**config.mk**
```make
export PLATFORM = sky130hd
export DESIGN_NAME = gpio_in_cond_flat
export DESIGN_NICKNAME = d
export VERILOG_FILES = /design/src/rtl/gpio_in_cond_if.sv /design/src/rtl/gpio_in_cond.sv /design/src/flat_wrapper.sv
export SDC_FILE = /design/constraint.sdc
export NUM_CORES = 1
export LEC_CHECK = 0
export CAP_MARGIN = 0
export CELL_PAD_IN_SITES_DETAIL_PLACEMENT = 1
export CELL_PAD_IN_SITES_GLOBAL_PLACEMENT = 1
export CORE_MARGIN = 2
export CORE_UTILIZATION = 43
export DETAILED_ROUTE_END_ITERATION = 10
export PLACE_DENSITY_LB_ADDON = 0.1
export SLEW_MARGIN = 0
export SYNTH_ARGS = -nofsm -noshare
export SYNTH_HDL_FRONTEND = slang
export SYNTH_SLANG_ARGS = --single-unit
```
**constraint.sdc**
```tcl
create_clock -name MCLK -period 1.7 [get_ports MCLK]
set_clock_uncertainty 0.2 [all_clocks]
set_input_delay 0.255 -clock MCLK [delete_from_list [all_inputs] [get_ports MCLK]]
set_output_delay 0.255 -clock MCLK [all_outputs]
set_load 0.005 [all_outputs]
```
**src/rtl/gpio_in_cond_if.sv**
```systemverilog
// Purpose : pin-level bundle between a GPIO input conditioner and its user.
// Latency : none (plain wires).
// Backpressure: none; levels and strobes are sampled every MCLK.
// Signals : pad_in/db_en are driven by the master (pad side / config),
//           pin_out/edge_rise/edge_fall are driven by the slave (conditioner).
interface gpio_in_cond_if #(
  parameter int WIDTH = 16
);
  logic [WIDTH-1:0] pad_in;     // raw asynchronous pad levels
  logic [WIDTH-1:0] db_en;      // per-pin debounce enable, MCLK domain
  logic [WIDTH-1:0] pin_out;    // conditioned level
  logic [WIDTH-1:0] edge_rise;  // one-cycle 0->1 strobe, coincident with pin_out
  logic [WIDTH-1:0] edge_fall;  // one-cycle 1->0 strobe, coincident with pin_out

  modport master (
    output pad_in,
    output db_en,
    input  pin_out,
    input  edge_rise,
    input  edge_fall
  );

  modport slave (
    input  pad_in,
    input  db_en,
    output pin_out,
    output edge_rise,
    output edge_fall
  );
endinterface

```
**src/rtl/gpio_in_cond.sv**
```systemverilog
// Purpose : 2-FF synchronizer plus optional per-pin debounce in front of GPIO16 {PyIN,PxIN}.
// Latency : pad->pin_out 3 edges in bypass, 2+DB_CYCLES edges with debounce enabled.
// Backpressure: none; every pin is re-evaluated on every MCLK edge.
// Ports   : MCLK (clock), reset (async, active-low), bus (slave side of gpio_in_cond_if):
//           pad_in, db_en in; pin_out, edge_rise, edge_fall out (all outputs registered).
module gpio_in_cond #(
  parameter int               WIDTH     = 16,
  parameter int               DB_CYCLES = 4,
  parameter logic [WIDTH-1:0] RST_VAL   = '0
) (
  input logic           MCLK,
  input logic           reset,
  gpio_in_cond_if.slave bus
);

  localparam int CNT_W = $clog2(DB_CYCLES + 1);
  // Count value at which the next disagreeing sample commits the new level.
  localparam logic [CNT_W-1:0] CNT_LAST = CNT_W'(DB_CYCLES - 1);
  localparam logic [CNT_W-1:0] CNT_ONE  = CNT_W'(1);

  logic [WIDTH-1:0]            sync1_q, sync1_d;
  logic [WIDTH-1:0]            sync2_q, sync2_d;
  logic [WIDTH-1:0]            pin_q,   pin_d;
  logic [WIDTH-1:0]            rise_q,  rise_d;
  logic [WIDTH-1:0]            fall_q,  fall_d;
  logic [WIDTH-1:0][CNT_W-1:0] cnt_q,   cnt_d;

  always_comb begin
    // Synchronizer stages carry no logic between them.
    sync1_d = bus.pad_in;
    sync2_d = sync1_q;
    pin_d   = pin_q;
    // Every path that does not extend a disagreement streak clears the count.
    cnt_d   = '0;
    for (int i = 0; i < WIDTH; i++) begin
      if (!bus.db_en[i]) begin
        pin_d[i] = sync2_q[i];
      end else if (sync2_q[i] != pin_q[i]) begin
        if (cnt_q[i] == CNT_LAST) begin
          pin_d[i] = sync2_q[i];
        end else begin
          cnt_d[i] = cnt_q[i] + CNT_ONE;
        end
      end
    end
    // Strobes are registered alongside pin_out so they land in the same cycle.
    rise_d = ~pin_q &  pin_d;
    fall_d =  pin_q & ~pin_d;
  end

  always_ff @(posedge MCLK or negedge reset) begin
    if (!reset) begin
      sync1_q <= RST_VAL;
      sync2_q <= RST_VAL;
      pin_q   <= RST_VAL;
      rise_q  <= '0;
      fall_q  <= '0;
      cnt_q   <= '0;
    end else begin
      sync1_q <= sync1_d;
      sync2_q <= sync2_d;
      pin_q   <= pin_d;
      rise_q  <= rise_d;
      fall_q  <= fall_d;
      cnt_q   <= cnt_d;
    end
  end

  assign bus.pin_out   = pin_q;
  assign bus.edge_rise = rise_q;
  assign bus.edge_fall = fall_q;

endmodule

```
**src/flat_wrapper.sv**
```systemverilog
// flat-port wrapper written by rule: the top's interface ports become plain ports
module gpio_in_cond_flat 
#(
  parameter int               WIDTH     = 16,
  parameter int               DB_CYCLES = 4,
  parameter logic [WIDTH-1:0] RST_VAL   = '0
)
  (MCLK, reset, bus_pad_in, bus_db_en, bus_pin_out, bus_edge_rise, bus_edge_fall);
  gpio_in_cond_if #(.WIDTH(WIDTH)) bus_i ();
  input logic MCLK;
  input logic reset;
  input wire logic [$bits(bus_i.pad_in)-1:0] bus_pad_in;
  input wire logic [$bits(bus_i.db_en)-1:0] bus_db_en;
  output wire logic [$bits(bus_i.pin_out)-1:0] bus_pin_out;
  output wire logic [$bits(bus_i.edge_rise)-1:0] bus_edge_rise;
  output wire logic [$bits(bus_i.edge_fall)-1:0] bus_edge_fall;
  assign bus_i.pad_in = bus_pad_in;
  assign bus_i.db_en = bus_db_en;
  assign bus_pin_out = bus_i.pin_out;
  assign bus_edge_rise = bus_i.edge_rise;
  assign bus_edge_fall = bus_i.edge_fall;
  gpio_in_cond #(.WIDTH(WIDTH), .DB_CYCLES(DB_CYCLES), .RST_VAL(RST_VAL)) u_core (.MCLK(MCLK), .reset(reset), .bus(bus_i));
endmodule
```
==> impl_metrics.py, run 1 <==
metrics = {
    "outcome": {
        "status": "completed",
    },
    "setup_path": {
        "cp_max_fo": 4,
        "crit_type": "reg -> out",
        "cp_slowest_cell": "dfrtp_1",
        "cp_cell_sequence": "dlygate4sd2_1",
        "crit_required_ns": 1.24,
        "worstSetupEndpointType": "output pin",
        "reg2reg_depth": 4,
        "r2r-start": "u_core.cnt_q[39]$_DFF_PN0_",
        "critPathMaxStageDelay_ns": 0.40,
        "r2r_end": "u_core.bus.pin_out[13]$_DFF_PN0_",
        "cp.arrival_ns": 1.19,
        "reg2reg_slack_ns": 0.21,
        "path_buf_inv": 1,
        "cpLargestDelayFamily": "flip-flops",
        "startpoint_type": "flip-flop",
    },
    "timing": {
        "hold_violations": 0,
        "slew_headroom": 0.788,
        "maxSlewViolCount": 0,
        "period_needed_ns": 1.64,
        "finalSetupViolations": 0,
        "fmax_ghz": 0.609,
        "holdWs_ns": 0.146,
        "worstMarginPinSlew_ns": 0.318,
        "period_share": 0.966,
    },
    "routing": {
        "drc": 0,
        "final_antenna_net_count": 0,
        "viasPerCell": 4.76,
        "routedWlPerCell_um": 14.9,
        "routed_wl_mm": 8.98,
        "drt-initial-drc-count": 99,
        "vias": 2866,
        "first_pass_iters": 4,
    },
    "finish": {
        "num_antenna_cells": 0,
        "syn2layout_area_growth_pct": 39.7,
        "drive_above_1_share": 0.229,
        "nNetsFinal": 499,
        "final_util": 0.616,
    },
    "die": {
        "design.die.area_mm2": 0.0120,
        "die_w_um": 109,
        "core_area_mm2": 0.0108,
        "die_h_um": 109,
        "initial_core_util": 0.441,
        "ios": 82,
        "fp-row-count": 38,
    },
    "synth": {
        "synthSimpleGateAreaFrac": 0.199,
        "synthXorXnorAreaFrac": 0.0183,
        "yosys_warnings": 0,
        "yosys.cell_types.count": 16,
        "synthAdderAreaFrac": 0.0419,
        "netlist_area_mm2": 0.00478,
        "ys_seq_elements": 128,
        "synth_cells": 316,
        "synth_top_family_by_area": "simple AND/OR/NAND/NOR gates",
        "synth_mux_area_frac": 0.0455,
        "syn_area_per_cell_um2": 15.1,
        "ys_seq_area_frac": 0.670,
        "synthesis.nets": 366,
        "synth_compound_area_frac": 0.0251,
    },
    "power": {
        "finalPower_w": 0.00802,
        "pwr-share-clk": 0.494,
        "leakage_nw": 3.24,
        "powerDensity_mw_per_mm2": 1200,
        "p_sw_w": 0.00169,
        "p_comb_frac": 0.091,
        "p_int_w": 0.00633,
        "p_seq_frac": 0.415,
        "switching_share": 0.211,
        "peakVddDrop_mv": 0.896,
    },
    "global_route": {
        "first_global_vias": 3210,
        "grt_use_total": 0.171,
        "antenna_found_initial": 0,
        "grt_first_pass_wirelength_mm": 15.4,
        "grt_overflow_total": 0,
        "grt_max_degree": 58,
    },
    "clock_tree": {
        "path_clk_slew_ns": 0.06,
        "cts_buffers": 17,
        "insertion_delay_ns": 0.51,
        "cts-root-buf": "clkbuf_8",
        "clock-sinks": 128,
        "clock_path_buffers": 2,
        "cts-htree-levels": 4,
        "cts_tree": "yes",
    },
    "hold_path": {
        "hold_path.startpoint": "u_core.sync1_q[6]$_DFF_PN0_",
        "min_path_cells": 0,
        "hold_path.class": "reg -> reg",
        "whs_endpoint": "u_core.sync2_q[6]$_DFF_PN0_",
    },
    "flow_run": {
        "drv_cap": 0,
    },
    "placement": {
        "portBuffers": 81,
        "place_congestion": 0.687,
        "place_hpwl_mm": 5.76,
    },
}
==> state kept, by name, indices dropped and copies added, names as in the netlist <==
| name | cells |
|---|---|
| u_core.bus.pin_out | 16 |
| u_core.bus.edge_rise | 16 |
| u_core.sync1_q | 16 |
| u_core.cnt_q | 48 |
| u_core.bus.edge_fall | 16 |
| u_core.sync2_q | 16 |
==> per-stage QoR <==
step / cells / TNS (ns) / cell area (µm²) / setup WS [ns]
final: 602 / 0 / 6680 / 0.0574
after detailed placement: 539 / 0 / 5800 / 0.140
after floorplan: 316 / 0 / 4780 / 0.285
after CTS: 601 / 0 / 6670 / 0.0275
after global routing: 602 / -0.000566 / 6680 / -0.000566
after global placement: 539 / 0 / 5800 / 0.172
==> power by group through the flow <==
stage | logic [W] | registers [W] | clock network, W
floorplan | 0.000286 | 0.00339 | 0
global placement | 0.000657 | 0.00340 | 0
detailed placement | 0.000685 | 0.00341 | 0
CTS | 0.000740 | 0.00333 | 0.00407
global route | 0.000820 | 0.00335 | 0.00422
finish | 0.000729 | 0.00333 | 0.00396
==> cells in the mapped netlist <==
cell type	count	area, µm²
nand2b_1	22	138
ha_1	16	200
xor2_1	10	87.6
nor2_1	6	22.5
a21oi_1	12	60.1
nor3b_1	30	225
nor3b_2	22	275
nand2_1	22	82.6
mux2_4	10	150
and3_1	5	31.3
and2_4	10	87.6
dfrtp_1	128	3200
a21bo_2	6	60.1
nand2b_2	6	52.6
and3_2	5	37.5
mux2_1	6	67.6
==> how the worst max path moves through the flow <==
stage,startpoint,endpoint,slack (ns),depth (start not counted)
floorplan,u_core.cnt_q[0]$_DFF_PN0_,u_core.bus.pin_out[0]$_DFF_PN0_,0.29,4
global placement,bus_db_en[13],u_core.bus.pin_out[13]$_DFF_PN0_,0.17,3
detailed placement,bus_db_en[13],u_core.bus.pin_out[13]$_DFF_PN0_,0.14,3
CTS,u_core.bus.pin_out[4]$_DFF_PN0_,bus_pin_out[4],0.03,1
global route,u_core.bus.pin_out[5]$_DFF_PN0_,bus_pin_out[5],-0.0006,1
finish,u_core.bus.pin_out[4]$_DFF_PN0_,bus_pin_out[4],0.06,1
==> cell families (layout without fill, tap and decap cells) <==
family,count (synthesis),after routing
AND/OR/NAND/NOR,128,128
multiplexers,16,16
AO/OA/AOI/OAI,18,18
flip-flops,128,128
adder cells (fa/ha/maj),16,16
buffers and inverters,0,146
XOR/XNOR,10,10
==> layer usage <==
| layer | vias up | track usage | wire (µm) |
|---|---|---|---|
| met5 | - | 0 | 0 |
| li1 | 1353 | - | - |
| met2 | 58 | 0.290 | 4780 |
| met1 | 1445 | 0.199 | 3660 |
| met4 | 0 | 0.0542 | 104 |
| met3 | 10 | 0.0688 | 447 |
==> repair_timing <==
| item | in CTS | in global routing |
|---|---|---|
| endpoints found under the hold margin | 144 | 0 |
| setup buffers | 12 | 1 |
| hold buffers | 18 | 0 |
| setup endpoints to repair | 48 | 2 |
| resized for setup | 49 | 1 |
| pin swaps | 0 | 0 |
==> cells in the final DEF, fill, tap and decap left out, drive strengths merged <==
cell type / count
dfrtp: 128
nor3b: 52
dlygate4sd2: 47
clkdlybuf4s50: 32
nand2b: 28
clkbuf: 23
nand2: 22
dlygate4sd3: 18
ha: 16
buf: 16
mux2: 16
a21oi: 12
and2: 10
xor2: 10
and3: 10
a21bo: 6
nor2: 6
bufinv: 5
clkinvlp: 3
clkinv: 1
clkdlybuf4s15: 1
==> cell type report <==
type | instances | area [µm²]
clock buffers | 23 | 477
flip-flops and latches | 128 | 3200
multi-input cells | 188 | 1580
well taps | 140 | 175
fillers | 1007 | 4160
repair buffers | 114 | 1070
clock inverters | 9 | 178
(Power assumes the default switching activity.)
==> run 2, diff against run 1 <==
CORE_MARGIN = 5   (was 2)
==> impl_metrics.py, run 2 (synthesized netlist as in run 1, its figures left out) <==
metrics = {
    "finish": {
        "multi_input_area_mm2": 0.00158,
        "nNetsFinal": 503,
        "layout_commonest_cell": "dfrtp_1",
        "largest_reg_flops": 48,
        "syn2layout_area_growth_pct": 37.4,
        "drive_above_1_share": 0.223,
        "largest_register": "u_core.cnt_q",
        "fillerInstances": 1033,
        "final_cell_mix": "dfrtp_1 (127), dlygate4sd2_1 (45), clkdlybuf4s50_1 (32), nor3b_1 (30)",
        "final-seq-area_mm2": 0.00320,
        "final_util": 0.603,
        "num_antenna_cells": 0,
    },
    "setup_path": {
        "cp_max_fo": 2,
        "path_buf_inv": 1,
        "cpLargestDelayFamily": "flip-flops",
        "crit_type": "reg -> out",
        "startpoint": "u_core.bus.pin_out[3]$_DFF_PN0_",
        "worstSetupEndpointType": "output pin",
        "cp_cell_sequence": "dlygate4sd2_1",
        "cp_slowest_cell": "dfrtp_2",
        "r2r-start": "u_core.cnt_q[33]$_DFF_PN0_",
        "crit_required_ns": 1.24,
        "critPathMaxStageDelay_ns": 0.41,
        "startpoint_type": "flip-flop",
        "reg2reg_slack_ns": 0.20,
        "r2r_end": "u_core.bus.pin_out[11]$_DFF_PN0_",
        "cp.arrival_ns": 1.17,
        "reg2reg_depth": 4,
    },
    "clock_tree": {
        "cts-root-buf": "clkbuf_8",
        "cts-htree-levels": 4,
        "path_clk_slew_ns": 0.05,
        "clock-sinks": 128,
        "cts_buffers": 17,
        "cts_tree": "yes",
        "insertion_delay_ns": 0.50,
        "clock_path_buffers": 2,
    },
    "placement": {
        "place_congestion": 0.752,
        "portBuffers": 81,
        "place_hpwl_mm": 6.17,
    },
    "hold_path": {
        "hold_path.startpoint": "u_core.sync1_q[10]$_DFF_PN0_",
        "min_path_cells": 0,
        "whs_endpoint": "u_core.sync2_q[10]$_DFF_PN0_",
        "hold_path.class": "reg -> reg",
    },
    "global_route": {
        "grt-busiest-layer": "met2",
        "grt_max_degree": 68,
        "use_met2": 0.265,
        "use_met3": 0.0621,
        "grt_overflow_total": 0,
        "use_met1": 0.189,
        "grt_first_pass_wirelength_mm": 16.2,
        "first_global_vias": 3327,
        "grt_use_total": 0.160,
        "antenna_found_initial": 0,
    },
    "power": {
        "leakage_nw": 3.20,
        "peakVddDrop_mv": 0.677,
        "powerDensity_mw_per_mm2": 1100,
    },
    "die": {
        "die_w_um": 115,
        "ios": 82,
        "core_area_mm2": 0.0109,
        "die_h_um": 115,
        "fp-row-count": 38,
        "initial_core_util": 0.439,
        "design.die.area_mm2": 0.0133,
    },
    "routing": {
        "drt-initial-drc-count": 98,
        "viasPerCell": 4.82,
        "routed_wl_mm": 9.45,
        "vias": 2898,
        "first_pass_iters": 4,
        "final_antenna_net_count": 0,
        "routedWlPerCell_um": 15.7,
        "drc": 0,
    },
    "timing": {
        "slew_headroom": 0.765,
        "worstMarginPinSlew_ns": 0.353,
        "finalSetupViolations": 0,
        "maxSlewViolCount": 0,
        "rsz0062_at_grt": "no",
        "period_needed_ns": 1.63,
        "period_share": 0.959,
        "fmax_ghz": 0.614,
        "hold_violations": 0,
        "tns_ns": 0,
    },
    "outcome": {
        "status": "completed",
    },
    "flow_run": {
        "drv_cap": 0,
    },
}
-- run 2: changes by cell type in the layout (fill, tap and decap cells not counted), sizes merged --
cell,before,now
bufinv,5,0
clkinv,1,0
clkinvlp,3,0
buf,16,20
dlygate4sd2,47,45
clkdlybuf4s15,1,3
clkbuf,23,27
-- run 2: what timing repair did --
| action | CTS | global route |
|---|---|---|
| hold buffers | 18 | 1 |
| hold endpoints to repair | 144 | 17 |
| setup endpoints to repair | 48 | 22 |
| resized for setup | 49 | 3 |
| setup buffers | 13 | 4 |
| cloned | 0 | 0 |
-- run 2: final cells by class --
type	instances	area share
clock buffer	27	0.0779
timing repair buffer	118	0.167
multi-input combinational	188	0.240
tap	140	0.0267
sequential	128	0.488
-- run 2: through the flow --
| step | std cells | setup slack [ns] | cell area [µm²] | hold WS [ns] | total power, W |
|---|---|---|---|---|---|
| floorplan | 316 | 0.285 | 4780 | -0.241 | 0.00368 |
| global placement | 539 | 0.179 | 5800 | -0.0518 | 0.00407 |
| detailed placement | 539 | 0.147 | 5800 | -0.0488 | 0.00410 |
| CTS | 597 | 0.00769 | 6540 | 0.0658 | 0.00734 |
| global route | 601 | 0.00501 | 6570 | 0.148 | 0.00760 |
| finish | 601 | 0.0705 | 6570 | 0.145 | 0.00722 |
-- run 2: worst max-delay path by stage --
stage	end	cells after the start	slack [ns]
3_3_place_gp	u_core.bus.pin_out[0]$_DFF_PN0_	3	0.18
2_1_floorplan	u_core.bus.pin_out[0]$_DFF_PN0_	4	0.29
6_report	bus_pin_out[3]	1	0.07
3_5_place_dp	u_core.bus.pin_out[1]$_DFF_PN0_	3	0.15
5_1_grt	bus_pin_out[1]	1	0.005
4_1_cts	u_core.cnt_q[43]$_DFF_PN0_	3	0.008
-- run 2: metal layers --
metal  vias up  share of wire
li1       1355              -
met2        64           0.52
met3        10          0.058
met5         -              0
met1      1469           0.41
met4         0          0.011
-- run 2: where the power goes --
group / leakage [nW] / total [W] / switching (W) / internal (W)
combinational: 1.30 / 0.000753 / 0.000327 / 0.000426
clock: 0.252 / 0.00313 / 0.00115 / 0.00198
sequential: 1.64 / 0.00334 / 0.000101 / 0.00324
total: 3.20 / 0.00722 / 0.00158 / 0.00564
